### src/rtl/wash_sequencer.sv
// Washing-machine program sequencer: steps through FILL/WASH/RINSE/SPIN/DONE on
// 1 Hz ticks derived from an asynchronous clk_1hz, driving the actuator enables.
module wash_sequencer #(
    parameter logic [7:0] FILL_T  = 8'd10,
    parameter logic [7:0] WASH_T  = 8'd60,
    parameter logic [7:0] RINSE_T = 8'd30,
    parameter logic [7:0] SPIN_T  = 8'd20,
    parameter logic [7:0] DIR_T   = 8'd5,
    parameter logic [7:0] BUZZ_T  = 8'd3
) (
    input  logic       clk,
    input  logic       rst,
    input  logic       clk_1hz,
    input  logic       start,
    input  logic [1:0] mode,
    input  logic       pause,
    input  logic       abort,
    output logic [2:0] phase,
    output logic [7:0] remain,
    output logic       motor_fwd,
    output logic       motor_rev,
    output logic       water_in,
    output logic       drain,
    output logic       buzzer,
    output logic       done,
    output logic       busy
);
    typedef enum logic [2:0] {
        IDLE  = 3'd0,
        FILL  = 3'd1,
        WASH  = 3'd2,
        RINSE = 3'd3,
        SPIN  = 3'd4,
        DONE  = 3'd5
    } phase_t;

    phase_t     phase_q, phase_d, nxt_phase;
    logic [7:0] remain_q, remain_d;
    logic [7:0] sub_q, sub_d;
    logic       dir_q, dir_d;
    logic [1:0] mode_q, mode_d;
    logic       done_q, done_d;
    logic [2:0] sync_q, sync_d;
    logic       tick;

    function automatic phase_t next_phase(input logic [1:0] m, input phase_t p);
        case (p)
            FILL:    next_phase = (m == 2'd3) ? RINSE : WASH;
            WASH:    next_phase = (m == 2'd1) ? SPIN : RINSE;
            RINSE:   next_phase = SPIN;
            SPIN:    next_phase = DONE;
            default: next_phase = IDLE;
        endcase
    endfunction

    function automatic logic [7:0] phase_dur(input phase_t p);
        case (p)
            FILL:    phase_dur = FILL_T;
            WASH:    phase_dur = WASH_T;
            RINSE:   phase_dur = RINSE_T;
            SPIN:    phase_dur = SPIN_T;
            DONE:    phase_dur = BUZZ_T;
            default: phase_dur = 8'd0;
        endcase
    endfunction

    // Two-flop synchroniser plus an edge-detect flop: one tick per clk_1hz rise.
    assign sync_d = {sync_q[1:0], clk_1hz};
    assign tick   = sync_q[1] & ~sync_q[2];

    always_comb begin
        phase_d   = phase_q;
        remain_d  = remain_q;
        sub_d     = sub_q;
        dir_d     = dir_q;
        mode_d    = mode_q;
        done_d    = 1'b0;
        nxt_phase = next_phase(mode_q, phase_q);
        if (abort) begin
            phase_d  = IDLE;
            remain_d = 8'd0;
            sub_d    = 8'd0;
            dir_d    = 1'b1;
        end else if (phase_q == IDLE) begin
            remain_d = 8'd0;
            if (start) begin
                mode_d   = mode;
                phase_d  = (mode == 2'd2) ? SPIN : FILL;
                remain_d = phase_dur(phase_d);
                sub_d    = 8'd0;
                dir_d    = 1'b1;
            end
        end else if (tick && !pause) begin
            if (phase_q == WASH || phase_q == RINSE) begin
                if (sub_q + 8'd1 == DIR_T) begin
                    sub_d = 8'd0;
                    dir_d = ~dir_q;
                end else begin
                    sub_d = sub_q + 8'd1;
                end
            end
            if (remain_q > 8'd1) begin
                remain_d = remain_q - 8'd1;
            end else begin
                // Last second of this phase: the successor loads its full duration.
                phase_d  = nxt_phase;
                remain_d = phase_dur(nxt_phase);
                done_d   = (nxt_phase == DONE);
                if (nxt_phase == WASH || nxt_phase == RINSE) begin
                    sub_d = 8'd0;
                    dir_d = 1'b1;
                end
            end
        end
    end

    always_ff @(posedge clk or negedge rst) begin
        if (!rst) begin
            phase_q  <= IDLE;
            remain_q <= 8'd0;
            sub_q    <= 8'd0;
            dir_q    <= 1'b1;
            mode_q   <= 2'd0;
            done_q   <= 1'b0;
            sync_q   <= 3'b000;
        end else begin
            phase_q  <= phase_d;
            remain_q <= remain_d;
            sub_q    <= sub_d;
            dir_q    <= dir_d;
            mode_q   <= mode_d;
            done_q   <= done_d;
            sync_q   <= sync_d;
        end
    end

    // Actuators follow the registered phase; pause silences everything.
    always_comb begin
        motor_fwd = 1'b0;
        motor_rev = 1'b0;
        water_in  = 1'b0;
        drain     = 1'b0;
        buzzer    = 1'b0;
        if (!pause) begin
            case (phase_q)
                FILL:  water_in = 1'b1;
                WASH, RINSE: begin
                    motor_fwd = dir_q;
                    motor_rev = ~dir_q;
                end
                SPIN: begin
                    motor_fwd = 1'b1;
                    drain     = 1'b1;
                end
                DONE:  buzzer = 1'b1;
                default: ;
            endcase
        end
    end

    assign phase  = phase_q;
    assign remain = remain_q;
    assign done   = done_q;
    assign busy   = (phase_q != IDLE);
endmodule

### config.mk
export PLATFORM = sky130hd
export DESIGN_NAME = wash_sequencer
export DESIGN_NICKNAME = d
export VERILOG_FILES = /design/src/rtl/wash_sequencer.sv
export SDC_FILE = /design/constraint.sdc
export NUM_CORES = 1
export LEC_CHECK = 0
export ABC_AREA = 1
export CORE_MARGIN = 3
export CORE_UTILIZATION = 50
export DETAILED_ROUTE_END_ITERATION = 6
export GPL_ROUTABILITY_DRIVEN = 0
export HOLD_SLACK_MARGIN = 0.05
export PLACE_DENSITY_LB_ADDON = 0.12
export SETUP_SLACK_MARGIN = 0.02
export SLEW_MARGIN = 20
export SYNTH_ARGS = -nofsm -noshare
export SYNTH_HDL_FRONTEND = slang
export SYNTH_SLANG_ARGS = --single-unit
### constraint.sdc
create_clock -name clk -period 4.8 [get_ports clk]
set_input_delay 0.96 -clock clk [delete_from_list [all_inputs] [get_ports clk]]
set_output_delay 0.96 -clock clk [all_outputs]
set_load 0.02 [all_outputs]
==> results.md, run 1 <==
* Post-synthesis simple-gate area fraction at between 30 and 40%
* Status: finished, final reports clean
* Share of layout cells above drive strength 1 at 13.57%
* Count of nets after finishing at roughly 270
* Num CTS Buffers at 3
* Delay-heaviest family, CP: buffers and inverters
* Req. time, crit path at roughly 3800 ps
* Wirelength per Cell at around 12 µm
* Via/cell ratio at a little over 5
* Routed Antenna Nets at 0
* Clk buf depth at 2
* Die W at roughly 65 µm
* Fin. Hold Viols at 0
* First-pass GRT wire length at ~6.3 mm
* Most common cell after layout, fill and taps aside: nand2_1
* Post-CTS Resized at 0
* Die Ht at between 60 and 70 µm
* Cell breakdown of the critical path: clkdlybuf4s50_1 -> nor3_1 -> clkdlybuf4s50_1
* Post-synthesis xor/xnor area fraction at between 2 and 3%
* Unrepaired setup endpoints after global routing: false
* Cell Area, Synth at ~0.0017 mm²
* Ant diodes at 0
* Syn Area/Cell at 7.535 µm²
* Synth Area in Adders at 2.901%
* Setup bufs post-CTS at 0
* Slew margin rel. at 77.35%
* Fmax at about 310 MHz
* Dpl hpwl at between 2 and 3 mm
* Synthesized instance count at 229
* Initial DRC count at 73
* Final setup viols at 0
* H-Tree Level Count at 1
* Worst Clk Skew at 2.620 ps
* Drt pass-1 iters at 4
* Synth warnings at 0
* Register area share after synthesis at 37.78%
* Peak VDD IR at approximately 0.0003 V
* Crit-path slowest cell: clkdlybuf4s50_1
* Crit Path Category: primary input to output port
* Overflow after GRT at 0
* Post-synthesis net count at approximately 240
* Synth Area in Compound Gates at 12.91%
* Worst Setup Start Kind: primary input
* DR DRC count at 0
* Mux share of post-synthesis cell area at 0.6526%
* Initial Util at around 54%
* Synthesis-to-layout area growth at 20.52%
* Die Area at 0.004192 mm²
* Routed wire length at 3.568 mm
* Min Tclk post-route at approximately 3300 ps
* Clock root buffer master: clkbuf_4
* Tot GR Track Use at roughly a fifth
* Power Dens Cells at around 530 mW/mm²
* Critical Path Fanout Max at 6
* # hold bufs at CTS at 0
* CP arrival at between 2000 and 2500 ps
* Hold Crit Class: register to register
* Max_cap viols at 0
* Largest net degree at the start of global routing at 27
* DP Worst Slack at 1531 ps
* Port bufs at 25
* CP bufs+invs at 2
* Flops & latches, synth at 26
* Rows at 20
* Fillers at a little under 300
* Worst-path clk slew at 150 ps
* Total core area at roughly 0.0032 mm²
* IO Count at 26
* Worst Setup End Kind: output port
* Initial antenna violation count at 0
* Via count at 1528
* Worst Tran Pin Value at 339.7 ps
* CTS tree: done
* Final worst slack at around 1500 ps
* Worst-skew pair later-pin latency at 330 ps
* Most frequent cells in the layout: nand2_1, inv_1, nor2_1
* Max-slew violation count at 0
* Main combinational cell family by area after synthesis: simple AND/OR/NAND/NOR gates
* Leakage at between 0.001 and 0.0015 µW
* CTS sink cnt at 26
* Max incr delay on CP at between 600 and 700 ps
* Most used cell, CP: clkdlybuf4s50_1
* Library cells used by synthesis at 32
* Vias in the first global route at between 1000 and 1500
* Final worst-path cycle share at a little under 70%
* Setup TNS Final at 0 ps
==> sequential cells by signal, summed over array words and instances (netlist names) <==
| name | cells |
|---|---|
| dir_q | 1 |
| done | 1 |
| mode_q | 2 |
| phase | 3 |
| remain | 8 |
| sub_q | 8 |
| sync_q | 3 |
==> power by group <==
part | switching, µW | leakage, µW | internal, µW
Combinational | 395 | 0.000638 | 234
Sequential | 53.2 | 0.000344 | 270
Clock | 70.5 | 0.0000279 | 84.5
Total | 519 | 0.00101 | 588
==> worst paths after layout <==
path | startpoint | end | slack [ps] | cells past startpoint
setup reg to reg | remain[0]$_DFFE_PN0P_ | sub_q[4]$_DFFE_PN0P_ | 3000 | 9
hold reg to reg | sync_q[0]$_DFF_PN0_ | sync_q[1]$_DFF_PN0_ | 380 | 0
max in group asynchronous | rst | dir_q$_DFFE_PN1P_ | 3520 | 2
hold / removal | sync_q[0]$_DFF_PN0_ | sync_q[1]$_DFF_PN0_ | 380 | 0
min in group asynchronous | rst | done$_DFF_PN0_ | 980 | 2
setup / recovery | pause | buzzer | 1540 | 3
==> metrics by stage <==
stage                     power [µW]  cell area, µm²  utilization [%]  hold WS [ps]  cells
after floorplan                787.9            1725                -         331.2    229
after global placement         946.1            2027            63.78         337.9    298
after detailed placement       950.0            2027            63.78         339.4    298
after CTS                       1110            2079            65.43         384.2    302
after global routing            1210            2079            65.43         393.2    302
final                           1107            2079            65.43         375.6    302
==> cell usage after synthesis <==
| library cell | n | share of area (%) |
|---|---|---|
| nor2_4 | 3 | 2.0 |
| nand3_4 | 1 | 1.0 |
| dfrtp_1 | 25 | 36 |
| nand2_1 | 51 | 11 |
| nand3_2 | 2 | 1.2 |
| nand3_1 | 20 | 5.8 |
| nor3_2 | 1 | 0.58 |
| or2_1 | 1 | 0.36 |
| o211ai_1 | 1 | 0.44 |
| o21ai_0 | 11 | 3.2 |
| ha_1 | 4 | 2.9 |
| nor3_1 | 3 | 0.87 |
| nand2_2 | 1 | 0.36 |
| inv_2 | 7 | 1.5 |
| a21oi_1 | 6 | 1.7 |
| xor2_1 | 5 | 2.5 |
| a21oi_2 | 1 | 0.51 |
| o21ai_1 | 1 | 0.29 |
| buf_6 | 1 | 0.65 |
| nand4_1 | 1 | 0.36 |
| dfstp_2 | 1 | 1.5 |
| nor2_2 | 1 | 0.36 |
| mux2_2 | 1 | 0.65 |
| or2_2 | 1 | 0.36 |
| o22ai_1 | 6 | 2.2 |
| and2_1 | 1 | 0.36 |
| nand2_4 | 3 | 2.0 |
| nor2_1 | 26 | 5.7 |
| a21oi_4 | 1 | 0.94 |
| nor3_4 | 1 | 0.94 |
| inv_1 | 36 | 7.8 |
| a211oi_2 | 5 | 3.6 |
==> area by class of cell <==
class	count	area (µm²)	share of cell area (%)
Sequential cell	26	651.9	31.35
Tap cell	44	55.05	2.647
Clock inverter	1	30.03	1.444
Inverter	43	161.4	7.762
Clock buffer	3	22.52	1.083
Timing Repair Buffer	26	257.7	12.39
Multi-Input combinational cell	159	900.9	43.32
==> worst reg2reg max path, cell delays in order (launching register included) <==
cell     delay, ps
dfrtp_1        460
inv_1          120
ha_1           220
nor2_1         100
nor3_4         260
nand2_1        130
nand2_1         80
nand2_1        100
inv_2          170
nor2_1          70
==> kinds of logic after synthesis <==
kind of cell	count (synthesis)
flip-flops	26
XOR/XNOR	5
AO/OA/AOI/OAI	32
buffers and inverters	44
adder cells (fa/ha/maj)	4
multiplexers	1
AND/OR/NAND/NOR	117
==> layer usage <==
layer / part of all wire [%] / vias to the layer above / global-route usage, % / wire length (µm)
li1: - / 793 / - / -
met1: 52 / 679 / 28.15 / 1842
met2: 41 / 51 / 28.86 / 1457
met3: 6.6 / 5 / 3.120 / 234
met4: 0.90 / 0 / 3.958 / 32
met5: 0 / - / 0 / 0
Power figures use the tool's default switching activity.
==> inputs of run 2 (changes only) <==
--- a/config.mk
+++ b/config.mk
@@ -7,7 +7,7 @@
 export LEC_CHECK = 0
 export ABC_AREA = 1
 export CORE_MARGIN = 3
-export CORE_UTILIZATION = 50
+export CORE_UTILIZATION = 48
 export DETAILED_ROUTE_END_ITERATION = 6
 export GPL_ROUTABILITY_DRIVEN = 0
 export HOLD_SLACK_MARGIN = 0.05
==> constraint.sdc (replaced) <==
create_clock -name clk -period 2.9 [get_ports clk]
set_input_delay 0.58 -clock clk [delete_from_list [all_inputs] [get_ports clk]]
set_output_delay 0.58 -clock clk [all_outputs]
set_load 0.02 [all_outputs]
==> results.md, run 2 (synthesized netlist as in run 1, its figures left out) <==
* Total core area at ~0.0034 mm²
* Multi-input gate area at approximately 900 µm²
* DR DRC count at 0
* Vias in the first global route at about 1400
* CTS sink cnt at 26
* Tot GR Track Use at 18.44%
* CP startpoint: phase[1]$_DFFE_PN0P_
* Clock root buffer master: clkbuf_4
* Setup bufs post-CTS at 0
* Clk buf depth at 2
* Crit-path slowest cell: clkdlybuf4s50_1
* Leakage at approximately 0.001 µW
* Most frequent cells in the layout: nand2_1, inv_1, nor2_1
* Die Ht at around 66 µm
* Initial antenna violation count at 0
* Dpl hpwl at about 2.8 mm
* Unrepaired setup endpoints after global routing: false
* CP arrival at slightly below 2000 ps
* Met2 global-route usage at 29.04%
* Critical Path Fanout Max at 3
* Cell breakdown of the critical path: nor2_4 -> inv_1 -> nor2_1 -> inv_1 -> a21oi_1 -> clkdlybuf4s50_1
* Slew margin rel. at approximately 80%
* Max_cap viols at 0
* Via/cell ratio at roughly 4.9
* Crit Path Category: register to output port
* Hold Crit Class: register to register
* Share of layout cells above drive strength 1 at between 10% and 20%
* Largest net degree at the start of global routing at 27
* Most used cell, CP: inv_1
* Worst Tran Pin Value at ~330 ps
* Final worst-path cycle share at between 80% and 90%
* Max-slew violation count at 0
* Initial Util at between 50% and 60%
* Fin util at between 60 and 70%
* H-Tree Level Count at 1
* Sequential share of power at between 30% and 40%
* Rows at 21
* Min Tclk post-route at ~2600 ps
* Worst Setup End Kind: output port
* CTS tree: done
* Routed wire length at 3.499 mm
* M1 GR Usage at a little over a quarter
* Hold path startpoint: sync_q[0]$_DFF_PN0_
* Fillers at slightly above 300
* Power Dens Cells at 846.7 mW/mm²
* Switching part of the total at between 40% and 50%
* Fmax at slightly below 400 MHz
* Overflow after GRT at 0
* Drt pass-1 iters at 4
* Gate power share at around three fifths
* NetSw at ~840 µW
* Fin. Hold Viols at 0
* Port bufs at 25
* IO Count at 26
* Internal at around 910 µW
* Die W at 65.96 µm
* Via count at approximately 1500
* Die Area at about 0.0044 mm²
* Count of nets after finishing at ~270
* Req. time, crit path at approximately 2300 ps
* Clk pwr share at 10.6%
* Max incr delay on CP at about 630 ps
* First-pass GRT wire length at ~6.4 mm
* Worst Setup Start Kind: register
* Setup TNS Final at 0 ps
* Peak VDD IR at 0.0004156 V
* Status: finished, final reports clean
* Worst-skew pair later-pin latency at 320 ps
* Worst-path clk slew at about 150 ps
* Num CTS Buffers at 3
* Final setup viols at 0
* Synthesis-to-layout area growth at 19.72%
* FF/Latch Area at around 650 µm²
* Wirelength per Cell at between 10 and 15 µm
* Ant diodes at 0
* Met3 Use GR at under 10%
* R2r startpoint: remain[0]$_DFFE_PN0P_
* Post-CTS Resized at 0
* Initial DRC count at 54
* Most used routing layer: met2
* Routed Antenna Nets at 0
* Most common cell after layout, fill and taps aside: nand2_1
* # hold bufs at CTS at 0
* Worst Clk Skew at ~15 ps
-- run 2: cell count changes in the layout (fill, tap and decap cells not counted), sizes merged --
cell	change
bufinv	-1
clkbuf	+1
-- run 2: routing by layer --
| metal | vias to the layer above | part of all wire (%) |
|---|---|---|
| met1 | 667 | 49 |
| met3 | 5 | 3.9 |
| met5 | - | 0 |
| met4 | 0 | 1.3 |
| li1 | 789 | - |
| met2 | 34 | 45 |
-- run 2: worst paths after layout --
| path | endpoint | slack (ps) | depth (start not counted) |
|---|---|---|---|
| setup / recovery | motor_fwd | 330 | 6 |
| hold / removal | sync_q[1]$_DFF_PN0_ | 390 | 0 |
| setup reg to reg | remain[0]$_DFFE_PN0P_ | 1160 | 8 |
| hold reg to reg | sync_q[1]$_DFF_PN0_ | 390 | 0 |
| max in group asynchronous | dir_q$_DFFE_PN1P_ | 2000 | 2 |
| min in group asynchronous | sync_q[0]$_DFF_PN0_ | 600 | 2 |
-- run 2: final cells by class --
class / instances / share of cell area (%)
Clock buffer: 4 / 1.757
Inverter: 43 / 7.813
Multi-Input combinational cell: 159 / 43.61
Sequential cell: 26 / 31.56
Tap cell: 46 / 2.786
Timing Repair Buffer: 26 / 12.48
-- run 2: worst max-delay path: cells and delay by family, from the launching register on --
kind / cells / cell delay [ps]
DFF: 1 / 460
AOI/OAI and AO/OA: 1 / 150
and+or+nand+nor: 2 / 290
buffers and inverters: 3 / 780
-- run 2: per-stage QoR --
| step | cells | instance area, µm² | hold slack [ps] | worst slack, ps | power [µW] |
|---|---|---|---|---|---|
| 4_1_cts | 304 | 2066 | 407.3 | 318.6 | 1774 |
| 3_5_place_dp | 300 | 2029 | 372.9 | 366.9 | 1576 |
| 2_1_floorplan | 229 | 1725 | 284.4 | 1054 | 1304 |
| 5_1_grt | 304 | 2066 | 402.4 | 223.8 | 1914 |
| 6_report | 304 | 2066 | 393.7 | 327.8 | 1749 |
| 3_3_place_gp | 300 | 2029 | 333.0 | 379.0 | 1571 |
-- run 2: power by group through the flow --
stage | clock, µW | sequential [µW] | combinational, µW
floorplan | 0 | 566 | 738
global placement | 0 | 542 | 1030
detailed placement | 0 | 543 | 1030
CTS | 200 | 535 | 1040
global route | 205 | 548 | 1160
finish | 185 | 535 | 1030
